### config.mk
export PLATFORM = sky130hd
export DESIGN_NAME = serial_subtractor
export DESIGN_NICKNAME = d
export VERILOG_FILES = /design/src/rtl/serial_subtractor.sv
export SDC_FILE = /design/constraint.sdc
export NUM_CORES = 1
export LEC_CHECK = 0
export BUFFER_PORTS_ARGS = -buffer_cell sky130_fd_sc_hd__buf_4
export CORE_ASPECT_RATIO = 0.5
export CORE_MARGIN = 2
export CORE_UTILIZATION = 32
export CTS_CLUSTER_DIAMETER = 150
export DETAILED_ROUTE_END_ITERATION = 8
export PLACE_DENSITY_LB_ADDON = 0.3
export SLEW_MARGIN = 20
export SYNTH_ARGS = -nofsm -noshare
export SYNTH_HDL_FRONTEND = slang
export SYNTH_SLANG_ARGS = --single-unit
### constraint.sdc
create_clock -name clk -period 1.5 [get_ports clk]
set_clock_uncertainty 0.2 [all_clocks]
set_input_delay 0.3 -clock clk [delete_from_list [all_inputs] [get_ports clk]]
set_output_delay 0.3 -clock clk [all_outputs]
set_load 0.02 [all_outputs]
### src/rtl/serial_subtractor.sv
`default_nettype none
// +--------------------------------------------------------------------------+
// | serial_subtractor: bit-serial a - b - bin, one bit per clock, LSB first   |
// | Revision: 1.0                                                            |
// +--------------------------------------------------------------------------+
module serial_subtractor #(
   parameter int WIDTH = 8
) (
   input  logic             clk,
   input  logic             rst,
   input  logic             start,
   input  logic [WIDTH-1:0] a_in,
   input  logic [WIDTH-1:0] b_in,
   input  logic             bin,
   output logic             busy,
   output logic             done,
   output logic [WIDTH-1:0] diff_out,
   output logic             borrow_out
);

   localparam int            CW     = $clog2(WIDTH);
   localparam logic [CW-1:0] c_last = CW'(WIDTH - 1);
   localparam logic [CW-1:0] c_one  = CW'(1);

   typedef enum logic [1:0] {
      IDLE  = 2'd0,
      SHIFT = 2'd1,
      DONE  = 2'd2
   } state_t;

   state_t           r_state;
   state_t           w_next;
   logic [WIDTH-1:0] r_a;
   logic [WIDTH-1:0] r_b;
   logic [WIDTH-1:0] r_res;
   logic [CW-1:0]    r_cnt;
   logic             r_brw;
   logic             w_load;
   logic             w_last;
   logic             w_d;
   logic             w_br;
   logic [WIDTH-1:0] w_res_next;

   // single full-subtractor cell working on the current LSBs
   assign w_d        = r_a[0] ^ r_b[0] ^ r_brw;
   assign w_br       = (~r_a[0] & r_b[0]) | (~(r_a[0] ^ r_b[0]) & r_brw);
   assign w_res_next = {w_d, r_res[WIDTH-1:1]};
   assign w_last     = (r_cnt == c_last);
   assign w_load     = start && (r_state != SHIFT);

   assign busy = (r_state == SHIFT);
   assign done = (r_state == DONE);

   always_ff @(posedge clk) begin
      if (rst) r_state <= IDLE;
      else     r_state <= w_next;
   end

   always_comb begin
      w_next = r_state;
      case (r_state)
         IDLE:    if (start) w_next = SHIFT;
         SHIFT:   if (w_last) w_next = DONE;
         DONE:    w_next = start ? SHIFT : IDLE;
         default: w_next = IDLE;
      endcase
   end

   always_ff @(posedge clk) begin
      if (rst) begin
         r_a        <= '0;
         r_b        <= '0;
         r_res      <= '0;
         r_cnt      <= '0;
         r_brw      <= 1'b0;
         diff_out   <= '0;
         borrow_out <= 1'b0;
      end else if (w_load) begin
         r_a   <= a_in;
         r_b   <= b_in;
         r_brw <= bin;
         r_cnt <= '0;
      end else if (busy) begin
         r_a   <= r_a >> 1;
         r_b   <= r_b >> 1;
         r_res <= w_res_next;
         r_brw <= w_br;
         r_cnt <= r_cnt + c_one;
         // results are published only when the MSB has been processed
         if (w_last) begin
            diff_out   <= w_res_next;
            borrow_out <= w_br;
         end
      end
   end

endmodule
`default_nettype wire

==> Flow_metrics.wiki, run 1 <==
{| class="wikitable"
! Metric !! Value
|-
| Crit Path Category || reg2out
|-
| Fraction of the mapped netlist area in simple logic gates || 16.5%
|-
| Biggest area contributors in the synthesized netlist || dfxtp_1, mux2i_1, nand2_1
|-
| Post-synthesis sequential area ratio || 49.2%
|-
| Multi-input logic area || 727 um2
|-
| Routed wire length || 3000 um
|-
| Cell count after synthesis || 170
|-
| Xor/xnor share of the synthesized area || 0%
|-
| Final estimated routing congestion in global placement || 0.662
|-
| Filler Cells Inserted || 476
|-
| Worst Max-Slew Pin Slew || 0.397 ns
|-
| Pin count of the biggest net entering global routing || 39
|-
| Leading cell types by count after synthesis || dfxtp_1, nand2_1, a21oi_1
|-
| Fraction of registers with async set/reset || 0%
|-
| Detailed Routing Iterations Pass 1 || 4
|-
| # diodes || 0
|-
| Type of destination of the critical path || output pin
|-
| Share of Yosys cell area claimed by the top area cell type || 49.2%
|-
| Port Buf Inserts || 30
|-
| Cell type contributing the most total cell area after synthesis || dfxtp_1
|-
| Post-Syn Area || 1550 um2
|-
| Nets in the synthesized netlist || 193
|-
| Highest cell delay on the worst timing path || 0.33 ns
|-
| Wire per inst || 11.2 um
|-
| Reg clk slew, reported paths || 0.07 ns
|-
| Area growth from synthesis to final layout || 27.6%
|-
| Arithmetic-cell share of the synthesized area counting full adders, half adders and majority gates || 2.91%
|-
| Final setup fails || 0
|-
| Number of global-route vias before repair || 1,095
|-
| Vias per cell || 4.58
|-
| Final Instance Area || 1970 um2
|-
| TritonCTS clock tree || built
|-
| Total area of sequential cells || 768 um2
|-
| Placed Area || 1830 um2
|-
| Final clock period utilization by the worst path || 96.5%
|-
| Distinct cell type count of the synthesized netlist || 23
|-
| Final Slew Violations || 0
|-
| Cell with the largest stage delay on the worst path || dfxtp_2
|-
| Proportion of layout cells with a drive suffix above 1 || 27.1%
|-
| Final setup TNS || 0 ns
|-
| Grt total ovfl || 0
|-
| Total track usage || 11.9%
|-
| Cts bufs inserted || 5
|-
| Synth Area per Inst || 9.09 um2
|-
| Total of flip-flops plus latches after synthesis || 38
|-
| Total power per unit cell area || 1020 nW/um2
|-
| Sinks on Clock Net || 38
|-
| Most instantiated library cell after synthesis || dfxtp_1
|-
| Highest net fanout along the worst path || 4
|-
| CTS Buffer Depth || 2
|-
| Die width || 102 um
|-
| Final count of hold timing violations || 0
|-
| Clock latency on the worst-skew pair || 0.28 ns
|-
| Count of non-filler cells in the finished layout || 269
|-
| Post-route antenna net violation count || 0
|-
| Effective utilization at floorplan || 34.3%
|-
| H-Tree Depth || 2
|-
| Via count || 1,233
|-
| Static leakage || 0.813 nW
|-
| Drc violations || 0
|-
| Antenna violations before repair || 0
|-
| Cell total after placement || 260
|-
| Share of the synthesized area in compound gates (AO/OA/AOI/OAI) || 15.1%
|-
| Standard-cell row count || 17
|-
| Worst-path cell chain || nand2b_4 > inv_2 > buf_6
|-
| VDD IR-drop max || 0.301 mV
|-
| Remaining max-slew budget at the tightest pin || 73.5%
|-
| Total of warnings raised by yosys || 0
|-
| Commonest register cell after synthesis || dfxtp_1
|-
| Final net count || 227
|-
| Die Y-Extent || 53.1 um
|-
| Upper clock frequency limit || 691 MHz
|-
| Portion of netlist area occupied by mux cells || 10.4%
|-
| # Max-Cap Violations || 0
|-
| Arrival @ worst endpoint || 0.95 ns
|-
| Root buf cell || clkbuf_8
|-
| Path category of the worst min-delay check || in2reg
|-
| Wire length of the first global-routing pass || 4870 um
|-
| Num ports || 31
|-
| Dominant combinational cell family by area after synthesis || simple AND/OR/NAND/NOR gates
|-
| CP Data Required Time || 1.00 ns
|-
| Result of the run || finished, final reports clean
|-
| End-of-flow core utilization || 43.7%
|-
| DRC marker count from the first detailed-route iteration || 31
|-
| Die area || 5430 um2
|-
| Period minus WS final || 1.45 ns
|-
| Kind of start point of the critical path || flop
|-
| Core footprint || 4510 um2
|-
| DPL Wire Length || 1940 um
|-
| Number of enable flip-flop cells after synthesis || 0
|}
==> worst max-delay path: cells and delay by family (launching register included) <==
| kind | cells | cell delay, ns |
|---|---|---|
| DFF | 1 | 0.33 |
| and+or+nand+nor | 1 | 0.15 |
| buffers and inverters | 2 | 0.18 |
==> sequential cells by signal, indices dropped and copies added (netlist names) <==
signal,count
diff_out,8
r_a,8
r_b,8
r_res,7
r_cnt,3
r_state,2
borrow_out,1
r_brw,1
==> stage by stage <==
step	setup slack (ns)	hold WS (ns)	total power, mW
final	0.0519	0.0890	2.01
after global routing	-0.00282	0.103	2.12
after CTS	0.00193	0.0825	2.04
after detailed placement	-0.0745	0.250	1.35
after global placement	-0.0491	0.245	1.34
after floorplan	0.0175	0.232	1.27
==> per-layer routing <==
metal  track usage, %  routed length [um]  vias up
met1             15.5                1540      562
met5                0                   0        -
met4             4.00                  19        0
met2             18.5                1300       23
met3             3.96                 137        2
li1                 -                   -      646
==> final cells by class <==
type / instances / area share [%]
tap: 66 / 4.19
timing repair buffer: 39 / 15.0
clock buffer: 6 / 4.19
multi-input combinational: 116 / 36.9
inverter: 4 / 0.761
sequential: 38 / 39.0
==> cells by family (layout without fill, tap and decap cells) <==
kind of cell | count (synthesis) | in the layout
AOI/OAI and AO/OA | 36 | 36
adders and majority gates | 3 | 3
buffers and inverters | 17 | 49
DFF | 38 | 38
muxes | 16 | 16
and+or+nand+nor | 60 | 61
==> worst paths after layout <==
kind	start	endpoint	slack [ns]	cells after the start
max	r_state[1]	busy	0.05	3
min	bin	r_brw	0.09	3
max reg2reg	r_cnt[0]	borrow_out	0.07	4
min reg2reg	diff_out[2]	diff_out[2]	0.26	2
==> cells in the final DEF, fill, tap and decap left out <==
master,netlist,layout
nand2_1,33,33
a221oi_2,1,1
fa_1,1,1
a2bb2oi_1,1,1
buf_4,3,38
and3b_2,0,1
nand2b_4,0,1
buf_6,1,1
a211oi_1,15,15
ha_4,0,1
and3b_1,1,1
nor2_1,17,17
inv_1,3,3
a21oi_1,18,18
dfxtp_1,38,34
mux2i_1,16,16
clkbuf_8,0,6
inv_2,1,1
ha_2,0,1
nor3_1,2,2
dfxtp_2,0,3
dfxtp_4,0,1
o21a_1,1,1
nand2b_1,2,1
nand3b_1,4,4
nor2b_1,1,1
==> what timing repair did <==
| item | 4_1_cts | 5_1_grt |
|---|---|---|
| setup endpoints to repair | 10 | 11 |
| gates resized for setup | 4 | 7 |
| hold buffers | 0 | 0 |
| pin swaps | 1 | 2 |
| cloned | 1 | 0 |
| buffers inserted | 1 | 1 |
==> where the power goes <==
part	internal (mW)	total (mW)	switching (mW)
Combinational	0.121	0.245	0.124
Sequential	1.06	1.09	0.0295
Clock	0.354	0.677	0.323
Note: power is estimated with default switching activity, not from simulation.
==> run 2: changes to the inputs <==
Settings changed: CORE_UTILIZATION 32 to 45.
==> run 2 against run 1 <==
Net effect: count of clock-buffer cells in the layout is 1 higher; sequential share of layout area is 0.61 points lower; cell area is 1.3% higher; worst setup slack worse by 0.026 ns; non-clock buffer count is 1 higher; global-route usage is 5.1 points higher; die area is 27% lower; cell count is 8.6% lower; critical path depth stayed put; critical path type unchanged.
==> Flow_metrics.wiki, run 2 (synthesis results as in run 1) <==
{| class="wikitable"
! Metric !! Value
|-
| Arrival @ worst endpoint || 0.97 ns
|-
| Result of the run || finished, final reports clean
|-
| Worst-case setup slack after placement || -0.149 ns
|-
| Commonest non-fill, non-tap cell in the layout || buf_4
|-
| CP Data Required Time || 1.00 ns
|-
| Biggest registers after layout || diff_out x8, r_a x8, r_b x8
|-
| Filler Cells Inserted || 278
|-
| Final Instance Area || 2000 um2
|-
| Final Slew Violations || 0
|-
| Sinks on Clock Net || 38
|-
| Cell total after placement || 235
|-
| Antenna violations before repair || 0
|-
| Area growth from synthesis to final layout || 29.2%
|-
| Cts bufs inserted || 5
|-
| Routed wire length || 3100 um
|-
| Final estimated routing congestion in global placement || 0.736
|-
| Effective utilization at floorplan || 49.3%
|-
| Number of global-route vias before repair || 1,156
|-
| Highest-count cells in the layout ignoring fill and taps || buf_4, dfxtp_1, nand2_1
|-
| Final setup TNS || 0 ns
|-
| Remaining max-slew budget at the tightest pin || 73.5%
|-
| Highest net fanout along the worst path || 5
|-
| Kind of start point of the critical path || flop
|-
| Vias per cell || 5.04
|-
| Die Y-Extent || 45.4 um
|-
| Drc violations || 0
|-
| # diodes || 0
|-
| # Max-Cap Violations || 0
|-
| Total track usage || 17.0%
|-
| Path category of the worst min-delay check || in2reg
|-
| Port Buf Inserts || 30
|-
| DRC marker count from the first detailed-route iteration || 56
|-
| Core footprint || 3140 um2
|-
| Pin count of the biggest net entering global routing || 39
|-
| Busiest metal layer after global routing || met2
|-
| Proportion of layout cells with a drive suffix above 1 || 28.2%
|-
| Via count || 1,239
|-
| Type of destination of the critical path || output pin
|-
| DPL Wire Length || 1970 um
|-
| Count of non-filler cells in the finished layout || 246
|-
| Num ports || 31
|-
| Total design power || 2.19 mW
|-
| Detailed Routing Iterations Pass 1 || 4
|-
| H-Tree Depth || 2
|-
| Post-route antenna net violation count || 0
|-
| Met1 capacity usage during global routing || 20.9%
|-
| Wire length of the first global-routing pass || 4970 um
|-
| Final clock period utilization by the worst path || 98.3%
|-
| Period minus WS final || 1.47 ns
|-
| Placed Area || 1810 um2
|-
| Crit Path Category || reg2out
|-
| Final net count || 228
|-
| Met3 demand-to-capacity share in global routing || 5.98%
|-
| Hold bufs inserted after CTS || 0
|-
| Die area || 3950 um2
|-
| Grt total ovfl || 0
|-
| Worst Max-Slew Pin Slew || 0.397 ns
|-
| Clock latency on the worst-skew pair || 0.29 ns
|-
| Standard-cell row count || 14
|-
| Reg clk slew, reported paths || 0.07 ns
|-
| VDD IR-drop max || 0.440 mV
|-
| Final setup fails || 0
|-
| Crit path setup slack, layout || 0.0261 ns
|-
| Total power per unit cell area || 1100 nW/um2
|-
| Die width || 86.9 um
|-
| Final count of hold timing violations || 0
|-
| Global Route met2 Usage || 26.7%
|-
| Tightest hold margin || 0.0830 ns
|-
| Upper clock frequency limit || 678 MHz
|-
| Wire per inst || 12.6 um
|-
| TritonCTS clock tree || built
|-
| Static leakage || 0.829 nW
|-
| Root buf cell || clkbuf_8
|-
| End-of-flow core utilization || 63.7%
|-
| CTS Buffer Depth || 2
|}
-- run 2: power by group --
| part | total [mW] | internal [mW] | switching, mW |
|---|---|---|---|
| combinational | 0.251 | 0.124 | 0.128 |
| clock | 0.844 | 0.497 | 0.346 |
| sequential | 1.09 | 1.06 | 0.0329 |
-- run 2: final cells by class --
class	instances	area (um2)	share of cell area [%]
Sequential cell	38	766	38.3
Multi-Input combinational cell	116	743	37.2
Timing Repair Buffer	40	317	15.9
Clock buffer	7	76.3	3.82
Tap cell	40	50.0	2.51
Clock inverter	1	30.0	1.50
Inverter	4	15.0	0.752
-- run 2: path summary, 6_finish.rpt --
kind	slack, ns	startpoint	depth (start not counted)	endpoint
max	0.03	r_state[1]	3	busy
min	0.08	bin	3	r_brw
max reg2reg	0.03	r_cnt[1]	6	diff_out[7]
min reg2reg	0.25	diff_out[3]	2	diff_out[3]
-- run 2: timing repair --
action                                  in CTS  in global routing
pin swaps                                    1                  0
resized for setup                            8                  6
buffers inserted                             1                  1
endpoints found under the setup margin      10                  7
gates cloned                                 1                  0
hold endpoints to repair                     0                  0
-- run 2: metal layers --
| metal | vias up | routed length, um |
|---|---|---|
| met5 | - | 0 |
| met4 | 0 | 55 |
| met3 | 8 | 160 |
| met2 | 28 | 1410 |
| met1 | 557 | 1470 |
| li1 | 646 | - |
-- run 2: critical path: stages (launching register included) --
cell	delay [ns]
dfxtp_2	0.34
nand2b_4	0.16
inv_2	0.07
buf_6	0.11
